===== config.mk =====
export PLATFORM = sky130hd
export DESIGN_NAME = sha256_round_ctrl_flat
export DESIGN_NICKNAME = d
export VERILOG_FILES = /design/src/rtl/sha_pkg.sv /design/src/rtl/sha256_round_ctrl_if.sv /design/src/rtl/sha256_round_ctrl_counter.sv /design/src/rtl/sha256_round_ctrl.sv /design/src/flat_wrapper.sv
export SDC_FILE = /design/constraint.sdc
export NUM_CORES = 1
export LEC_CHECK = 0
export BUFFER_PORTS_ARGS = -buffer_cell sky130_fd_sc_hd__buf_2
export CORE_AREA = 2 2 94 132
export CTS_CLUSTER_SIZE = 8
export DETAILED_ROUTE_END_ITERATION = 6
export DIE_AREA = 0 0 96 134
export PLACE_DENSITY = 0.7
export SLEW_MARGIN = 40
export SYNTH_ARGS = -nofsm -noshare
export SYNTH_HDL_FRONTEND = slang
export SYNTH_SLANG_ARGS = --single-unit

===== constraint.sdc =====
create_clock -name clk -period 1.99 [get_ports clk]
set_input_delay 0.2985 -clock clk [delete_from_list [all_inputs] [get_ports clk]]
set_output_delay 0.2985 -clock clk [all_outputs]
set_load 0.01 [all_outputs]

===== src/rtl/sha_pkg.sv =====
// Shared definitions for the SHA-256 round sequencer and its datapath:
// controller state encoding, round/nonce geometry.
package sha_pkg;

  localparam int NUM_ROUNDS = 64;
  localparam int ROUND_BITS = 7;
  localparam int NONCE_BITS = 32;

  typedef enum logic [2:0] {
    ST_IDLE   = 3'd0,
    ST_INIT   = 3'd1,
    ST_ROUNDS = 3'd2,
    ST_FINAL  = 3'd3,
    ST_CHECK  = 3'd4,
    ST_FOUND  = 3'd5
  } sha_ctrl_state_t;

endpackage


===== src/rtl/sha256_round_ctrl_if.sv =====
// Job/datapath bundle of the round controller: slave is the controller,
// master is whoever drives the job side and models the datapath.
interface sha256_round_ctrl_if;
  import sha_pkg::*;

  logic                  start;
  logic                  abort;
  logic [NONCE_BITS-1:0] nonce_start;
  logic [NONCE_BITS-1:0] nonce_end;
  logic                  below_target;
  logic                  found_ack;
  logic                  init_regs;
  logic                  round_en;
  logic [ROUND_BITS-1:0] round_idx;
  logic                  final_add;
  logic [NONCE_BITS-1:0] nonce;
  logic                  busy;
  logic                  found;
  logic                  exhausted;

  modport slave (
    input  start, abort, nonce_start, nonce_end, below_target, found_ack,
    output init_regs, round_en, round_idx, final_add, nonce, busy, found, exhausted
  );

  modport master (
    output start, abort, nonce_start, nonce_end, below_target, found_ack,
    input  init_regs, round_en, round_idx, final_add, nonce, busy, found, exhausted
  );

endinterface


===== src/rtl/sha256_round_ctrl_counter.sv =====
// Generic up-counter: restart loads RESTART_VAL, enable counts up and
// saturates at MAX_VAL; complete flags the enabled cycle sitting at MAX_VAL.
module sha256_round_ctrl_counter #(
  parameter int                NUM_BITS    = 7,
  parameter logic [NUM_BITS-1:0] RESTART_VAL = {NUM_BITS{1'b0}},
  parameter logic [NUM_BITS-1:0] MAX_VAL     = {NUM_BITS{1'b1}}
) (
  input  logic                clk,
  input  logic                n_rst,
  input  logic                enable_i,
  input  logic                restart_i,
  output logic [NUM_BITS-1:0] count_o,
  output logic                complete_o
);

  logic [NUM_BITS-1:0] count_q;
  logic [NUM_BITS-1:0] count_d;
  logic                at_max_s;

  assign at_max_s   = (count_q == MAX_VAL);
  assign complete_o = enable_i & at_max_s;
  assign count_o    = count_q;

  // Next count: restart wins, otherwise step until MAX_VAL and hold there.
  always_comb begin
    count_d = count_q;
    if (restart_i) begin
      count_d = RESTART_VAL;
    end else if (enable_i && !at_max_s) begin
      count_d = count_q + {{(NUM_BITS-1){1'b0}}, 1'b1};
    end else begin
      count_d = count_q;
    end
  end

  // Count register.
  always_ff @(posedge clk or negedge n_rst) begin
    if (!n_rst) begin
      count_q <= {NUM_BITS{1'b0}};
    end else begin
      count_q <= count_d;
    end
  end

endmodule


===== src/rtl/sha256_round_ctrl.sv =====
// Nonce-range sequencer for one SHA-256 core: per nonce it drives init,
// 64 rounds, final add and the target check, then reports found/exhausted.
module sha256_round_ctrl
  import sha_pkg::*;
(
  input logic               clk,
  input logic               n_rst,
  sha256_round_ctrl_if.slave bus
);

  localparam logic [2:0] S_IDLE   = ST_IDLE;
  localparam logic [2:0] S_INIT   = ST_INIT;
  localparam logic [2:0] S_ROUNDS = ST_ROUNDS;
  localparam logic [2:0] S_FINAL  = ST_FINAL;
  localparam logic [2:0] S_CHECK  = ST_CHECK;
  localparam logic [2:0] S_FOUND  = ST_FOUND;

  logic [2:0]            state_q, state_d;
  logic [NONCE_BITS-1:0] nonce_q, nonce_d;
  logic [NONCE_BITS-1:0] end_q, end_d;
  logic                  found_q, found_d;
  logic                  exhausted_q, exhausted_d;

  logic                  init_regs_s;
  logic                  round_en_s;
  logic                  final_add_s;
  logic                  round_done_s;
  logic [ROUND_BITS-1:0] round_idx_s;

  sha256_round_ctrl_counter #(
    .NUM_BITS    (ROUND_BITS),
    .RESTART_VAL ({ROUND_BITS{1'b0}}),
    .MAX_VAL     (ROUND_BITS'(NUM_ROUNDS - 1))
  ) u_round_cnt (
    .clk        (clk),
    .n_rst      (n_rst),
    .enable_i   (round_en_s),
    .restart_i  (init_regs_s),
    .count_o    (round_idx_s),
    .complete_o (round_done_s)
  );

  // Moore decode of the datapath strobes from the registered state.
  always_comb begin
    init_regs_s = 1'b0;
    round_en_s  = 1'b0;
    final_add_s = 1'b0;
    case (state_q)
      S_INIT:   init_regs_s = 1'b1;
      S_ROUNDS: round_en_s  = 1'b1;
      S_FINAL:  final_add_s = 1'b1;
      default: begin
        init_regs_s = 1'b0;
        round_en_s  = 1'b0;
        final_add_s = 1'b0;
      end
    endcase
  end

  // Next-state logic; abort overrides every transition but leaves nonce alone.
  always_comb begin
    state_d     = state_q;
    nonce_d     = nonce_q;
    end_d       = end_q;
    found_d     = found_q;
    exhausted_d = exhausted_q;
    if (bus.abort) begin
      state_d     = S_IDLE;
      found_d     = 1'b0;
      exhausted_d = 1'b0;
    end else begin
      case (state_q)
        S_IDLE: begin
          if (bus.start) begin
            nonce_d     = bus.nonce_start;
            end_d       = bus.nonce_end;
            exhausted_d = 1'b0;
            state_d     = S_INIT;
          end else begin
            state_d = S_IDLE;
          end
        end
        S_INIT:   state_d = S_ROUNDS;
        S_ROUNDS: begin
          if (round_done_s) begin
            state_d = S_FINAL;
          end else begin
            state_d = S_ROUNDS;
          end
        end
        S_FINAL:  state_d = S_CHECK;
        S_CHECK: begin
          // A hit on the last nonce reports found, never exhausted.
          if (bus.below_target) begin
            found_d = 1'b1;
            state_d = S_FOUND;
          end else if (nonce_q == end_q) begin
            exhausted_d = 1'b1;
            state_d     = S_IDLE;
          end else begin
            nonce_d = nonce_q + {{(NONCE_BITS-1){1'b0}}, 1'b1};
            state_d = S_INIT;
          end
        end
        S_FOUND: begin
          if (bus.found_ack) begin
            found_d = 1'b0;
            state_d = S_IDLE;
          end else begin
            state_d = S_FOUND;
          end
        end
        default: state_d = S_IDLE;
      endcase
    end
  end

  // State, nonce range and result flag registers.
  always_ff @(posedge clk or negedge n_rst) begin
    if (!n_rst) begin
      state_q     <= S_IDLE;
      nonce_q     <= {NONCE_BITS{1'b0}};
      end_q       <= {NONCE_BITS{1'b0}};
      found_q     <= 1'b0;
      exhausted_q <= 1'b0;
    end else begin
      state_q     <= state_d;
      nonce_q     <= nonce_d;
      end_q       <= end_d;
      found_q     <= found_d;
      exhausted_q <= exhausted_d;
    end
  end

  assign bus.init_regs = init_regs_s;
  assign bus.round_en  = round_en_s;
  assign bus.final_add = final_add_s;
  assign bus.round_idx = round_idx_s;
  assign bus.nonce     = nonce_q;
  assign bus.busy      = (state_q != S_IDLE);
  assign bus.found     = found_q;
  assign bus.exhausted = exhausted_q;

endmodule

===== src/flat_wrapper.sv =====
// flat-port wrapper written by rule: the top's interface ports become plain ports
module sha256_round_ctrl_flat import sha_pkg::*;
  (clk, n_rst, bus_start, bus_abort, bus_nonce_start, bus_nonce_end, bus_below_target, bus_found_ack, bus_init_regs, bus_round_en, bus_round_idx, bus_final_add, bus_nonce, bus_busy, bus_found, bus_exhausted);
  sha256_round_ctrl_if bus_i ();
  input logic clk;
  input logic n_rst;
  input wire logic [$bits(bus_i.start)-1:0] bus_start;
  input wire logic [$bits(bus_i.abort)-1:0] bus_abort;
  input wire logic [$bits(bus_i.nonce_start)-1:0] bus_nonce_start;
  input wire logic [$bits(bus_i.nonce_end)-1:0] bus_nonce_end;
  input wire logic [$bits(bus_i.below_target)-1:0] bus_below_target;
  input wire logic [$bits(bus_i.found_ack)-1:0] bus_found_ack;
  output wire logic [$bits(bus_i.init_regs)-1:0] bus_init_regs;
  output wire logic [$bits(bus_i.round_en)-1:0] bus_round_en;
  output wire logic [$bits(bus_i.round_idx)-1:0] bus_round_idx;
  output wire logic [$bits(bus_i.final_add)-1:0] bus_final_add;
  output wire logic [$bits(bus_i.nonce)-1:0] bus_nonce;
  output wire logic [$bits(bus_i.busy)-1:0] bus_busy;
  output wire logic [$bits(bus_i.found)-1:0] bus_found;
  output wire logic [$bits(bus_i.exhausted)-1:0] bus_exhausted;
  assign bus_i.start = bus_start;
  assign bus_i.abort = bus_abort;
  assign bus_i.nonce_start = bus_nonce_start;
  assign bus_i.nonce_end = bus_nonce_end;
  assign bus_i.below_target = bus_below_target;
  assign bus_i.found_ack = bus_found_ack;
  assign bus_init_regs = bus_i.init_regs;
  assign bus_round_en = bus_i.round_en;
  assign bus_round_idx = bus_i.round_idx;
  assign bus_final_add = bus_i.final_add;
  assign bus_nonce = bus_i.nonce;
  assign bus_busy = bus_i.busy;
  assign bus_found = bus_i.found;
  assign bus_exhausted = bus_i.exhausted;
  sha256_round_ctrl u_core (.clk(clk), .n_rst(n_rst), .bus(bus_i));
endmodule

==> qor.csv <==
stage;metric;value;unit
floorplanning;IO Pins;115;
detailed_routing;Residual DRC;0;
detailed_routing;DRT iter0 DRCs;245;
synth;Mapped Avg Cell Area;8.47;µm²
cts;deepest clock path buffer count;2;
hold_path;hold endpoint;u_core.end_q[17];
floorplanning;Core Area;0.0117;mm²
power_and_ir_drop;net load switching power;2.21;mW
placement;Post-DP HPWL;11500;µm
setup_path;CP Max Fanout;8;
synth;synth warn;0;
layout;multi-input logic area;0.00274;mm²
synth;Yosys reg bits;76;
layout;synth-to-layout area growth;42.8;%
detailed_routing;Routed Antenna Nets;0;
power_and_ir_drop;P per Cell Area;948;mW/mm²
setup_path;WS Path Type;reg2reg;
layout;Non-Filler Instances;875;
layout;sequential cell area;0.00190;mm²
power_and_ir_drop;Max VDD drop;0.498;mV
floorplanning;row count;47;
synth;Post-synth ARST share;100;%
status;status;complete, but fails checks;
hold_path;Cells on Worst Hold Path;3;
cts;clock slew at reported path FFs;60;ps
cts;CTS root buf;clkbuf_16;
timing;setup_tns;-3300;ps
synth;synthesized area;0.00457;mm²
global_routing;GRT Total Usage;25.2;%
power_and_ir_drop;Clock power frac;26.5;%
floorplanning;full die area;0.0129;mm²
global_routing;Overflow after GRT;0;
detailed_routing;first-pass iteration count of the detailed router;5;
floorplanning;Die H;134;µm
global_routing;vias in the first global route;4881;
power_and_ir_drop;P_int;3.99;mW
floorplanning;Starting Density;39.1;%
synth;distinct cell type count after synthesis;64;
placement;final RePlAce weighted congestion;0.900;
timing;Tmin final;2150;ps
timing;Setup Viol. Count Final;33;
timing;Fin. Hold Viols;0;
synth;prevailing post-synth register cell;dfrtp_1;
timing;final critical-path share of the clock period;108;%
placement;worst slack at placement;-259;ps
synth;main area contributors after synthesis;dfrtp_1, nand2_1, xnor2_1;
status;failing checks;setup timing;
setup_path;crit path DAT;2380;ps
cts;depth of the CTS H-tree;3;
synth;cell taking the most area after synthesis;dfrtp_1;
setup_path;Req. time, crit path;2210;ps
timing;worst-margin pin slew;531;ps
timing;fin. max-slew vios;0;
setup_path;critical path launch point type;register;
cts;CTS tree;built;
layout;share of layout cells above drive strength 1;37.8;%
layout;fillers;1061;
layout;ANT cells;0;
placement;port bufs;114;
detailed_routing;vias;4956;
power_and_ir_drop;Sw Share;35.6;%
setup_path;CP Capture Type;register;
hold_path;hold path start;bus_nonce_end[17];
synth;Seq/Total Area, Yosys;41.6;%
timing;f_max;464;MHz
setup_path;Register-to-Register Path Depth;8;
global_routing;first-pass GRT wire length;24900;µm
power_and_ir_drop;combinational share of power;37.8;%
detailed_routing;Routed WL per cell;18.4;µm
floorplanning;Die W;96;µm
synth;number of synthesized flops with an enable pin;0;
power_and_ir_drop;Pleak;3.05;nW
synth;Post-Syn Nets;612;
run;Max-Cap Viols;0;
timing;PnR worst setup slack;-165;ps
power_and_ir_drop;sequential power share;35.7;%
layout;most frequent cells in the layout;nand2_1, buf_2, buf_4;
power_and_ir_drop;total power;6.19;mW
hold_path;hold crit path type;in2reg;
placement;dpl cells;850;
setup_path;reg-to-reg startpoint;u_core.end_q[28];
timing;Slew Limit Headroom;64.6;%
setup_path;reg2reg setup slack;-160;ps
global_routing;largest net degree at the start of global routing;43;
cts;Clock Latency Late Sink;340;ps
layout;commonest non-fill, non-tap cell in the layout;nand2_1;
cts;clk sinks;76;
timing;Worst Skew;5.86;ps
detailed_routing;routed wire length;16100;µm
cts;Inserted Clock Buffers;9;
detailed_routing;DR vias/cell;5.66;
global_routing;initial antenna violation count;0;
timing;RSZ-0062 raised after global routing;true;
synth;synthesized instance count;540;
synth;area share of the largest cell type after synthesis;41.6;%
setup_path;Crit Reg-Reg Endpoint;u_core.bus.nonce[16];
layout;final net count;796;
==> kinds of logic (layout without fill, tap and decap cells) <==
group / Yosys count / after routing / share of synthesized area, %
compound gates: 86 / 86 / 13.9
xor+xnor: 38 / 38 / 7.44
fa+ha+maj: 2 / 2 / 0.547
buf+inv: 40 / 228 / 4.62
flops: 76 / 76 / 41.6
mux: 2 / 2 / 0.438
simple gates: 296 / 296 / 31.5
==> per-layer routing <==
layer	GRT usage (%)	vias to the layer above	routed length, µm
met5	0	-	0
met4	11.6	0	671
met3	3.31	58	987
met2	44.5	219	8350
met1	29.7	2398	6070
li1	-	2281	-
==> worst max path at each step <==
stage | start | endpoint | slack (ps) | cells past startpoint
2_1_floorplan | u_core.bus.nonce[14] | u_core.bus.nonce[26] | 20 | 9
3_3_place_gp | u_core.bus.nonce[28] | u_core.bus.nonce[30] | -240 | 6
3_5_place_dp | u_core.bus.nonce[28] | u_core.bus.nonce[22] | -260 | 7
4_1_cts | u_core.end_q[12] | u_core.bus.nonce[15] | -50 | 8
5_1_grt | u_core.end_q[28] | u_core.bus.nonce[16] | -220 | 8
6_report | u_core.end_q[28] | u_core.bus.nonce[16] | -160 | 8
==> registers in the layout, summed over array words and instances (netlist names) <==
signal                      flops
u_core.bus.exhausted            1
u_core.u_round_cnt.count_o      7
u_core.end_q                   32
u_core.state_q                  3
u_core.bus.found                1
u_core.bus.nonce               32
==> synth_stat cells, types with 2 or more instances <==
library cell / instances
o2bb2ai_1: 2
or3_1: 8
o21ai_0: 4
a2bb2oi_1: 4
a21oi_1: 15
and2_1: 5
nand3_1: 21
nor3b_1: 2
dfrtp_1: 76
nand4_1: 23
o311ai_0: 5
a211o_1: 2
inv_1: 3
nand2_1: 130
a211oi_1: 8
buf_2: 16
clkbuf_1: 14
and3_1: 14
xnor2_1: 33
o21a_1: 2
nand2b_1: 5
or4_1: 4
nand4_2: 2
nor4_1: 3
nor2_1: 47
o22ai_1: 5
ha_1: 2
nor4_4: 2
xor2_1: 4
nor3_1: 15
nor2b_1: 4
a311oi_1: 5
buf_6: 5
o211ai_1: 7
mux2i_1: 2
a2111oi_0: 2
a22oi_1: 3
o32a_1: 2
a31oi_1: 9
==> through the flow <==
| stage | area (µm²) | hold slack (ps) | utilization, % |
|---|---|---|---|
| 6_report | 6530 | 139 | 55.8 |
| 5_1_grt | 6530 | 154 | 55.8 |
| 3_3_place_gp | 5820 | 308 | 49.7 |
| 4_1_cts | 6380 | 140 | 54.5 |
| 2_1_floorplan | 4570 | 2.91 | - |
| 3_5_place_dp | 5850 | 313 | 50.0 |
==> final cells by class <==
cell class,count,area share [%]
Sequential cell,76,29.1
Inverter,4,0.230
Multi-Input combinational cell,424,41.9
Clock inverter,5,0.804
Clock buffer,10,3.66
Tap cell,147,2.82
Timing Repair Buffer,209,21.4
==> power by group through the flow <==
stage / clock [mW] / sequential [mW] / combinational, mW
floorplan: 0 / 2.33 / 1.06
global placement: 0 / 2.21 / 2.15
detailed placement: 0 / 2.22 / 2.19
CTS: 1.65 / 2.20 / 2.27
global route: 1.72 / 2.25 / 2.53
finish: 1.64 / 2.21 / 2.34
==> repair_timing <==
item	CTS	global route
endpoints found under the hold margin	34	0
hold buffers	1	0
gates resized for setup	39	26
pin swaps	27	14
buffers inserted	6	3
setup endpoints to repair	34	34
==> worst max-delay path, cell delays in order, from the launching register on <==
cell	delay, ps
dfrtp_1	400
xnor2_2	240
nand4_1	250
nor4_4	420
buf_4	200
nand2_8	80
buf_6	140
a311oi_2	220
nor3_1	70
No activity file was read; power rests on OpenSTA's default activity.
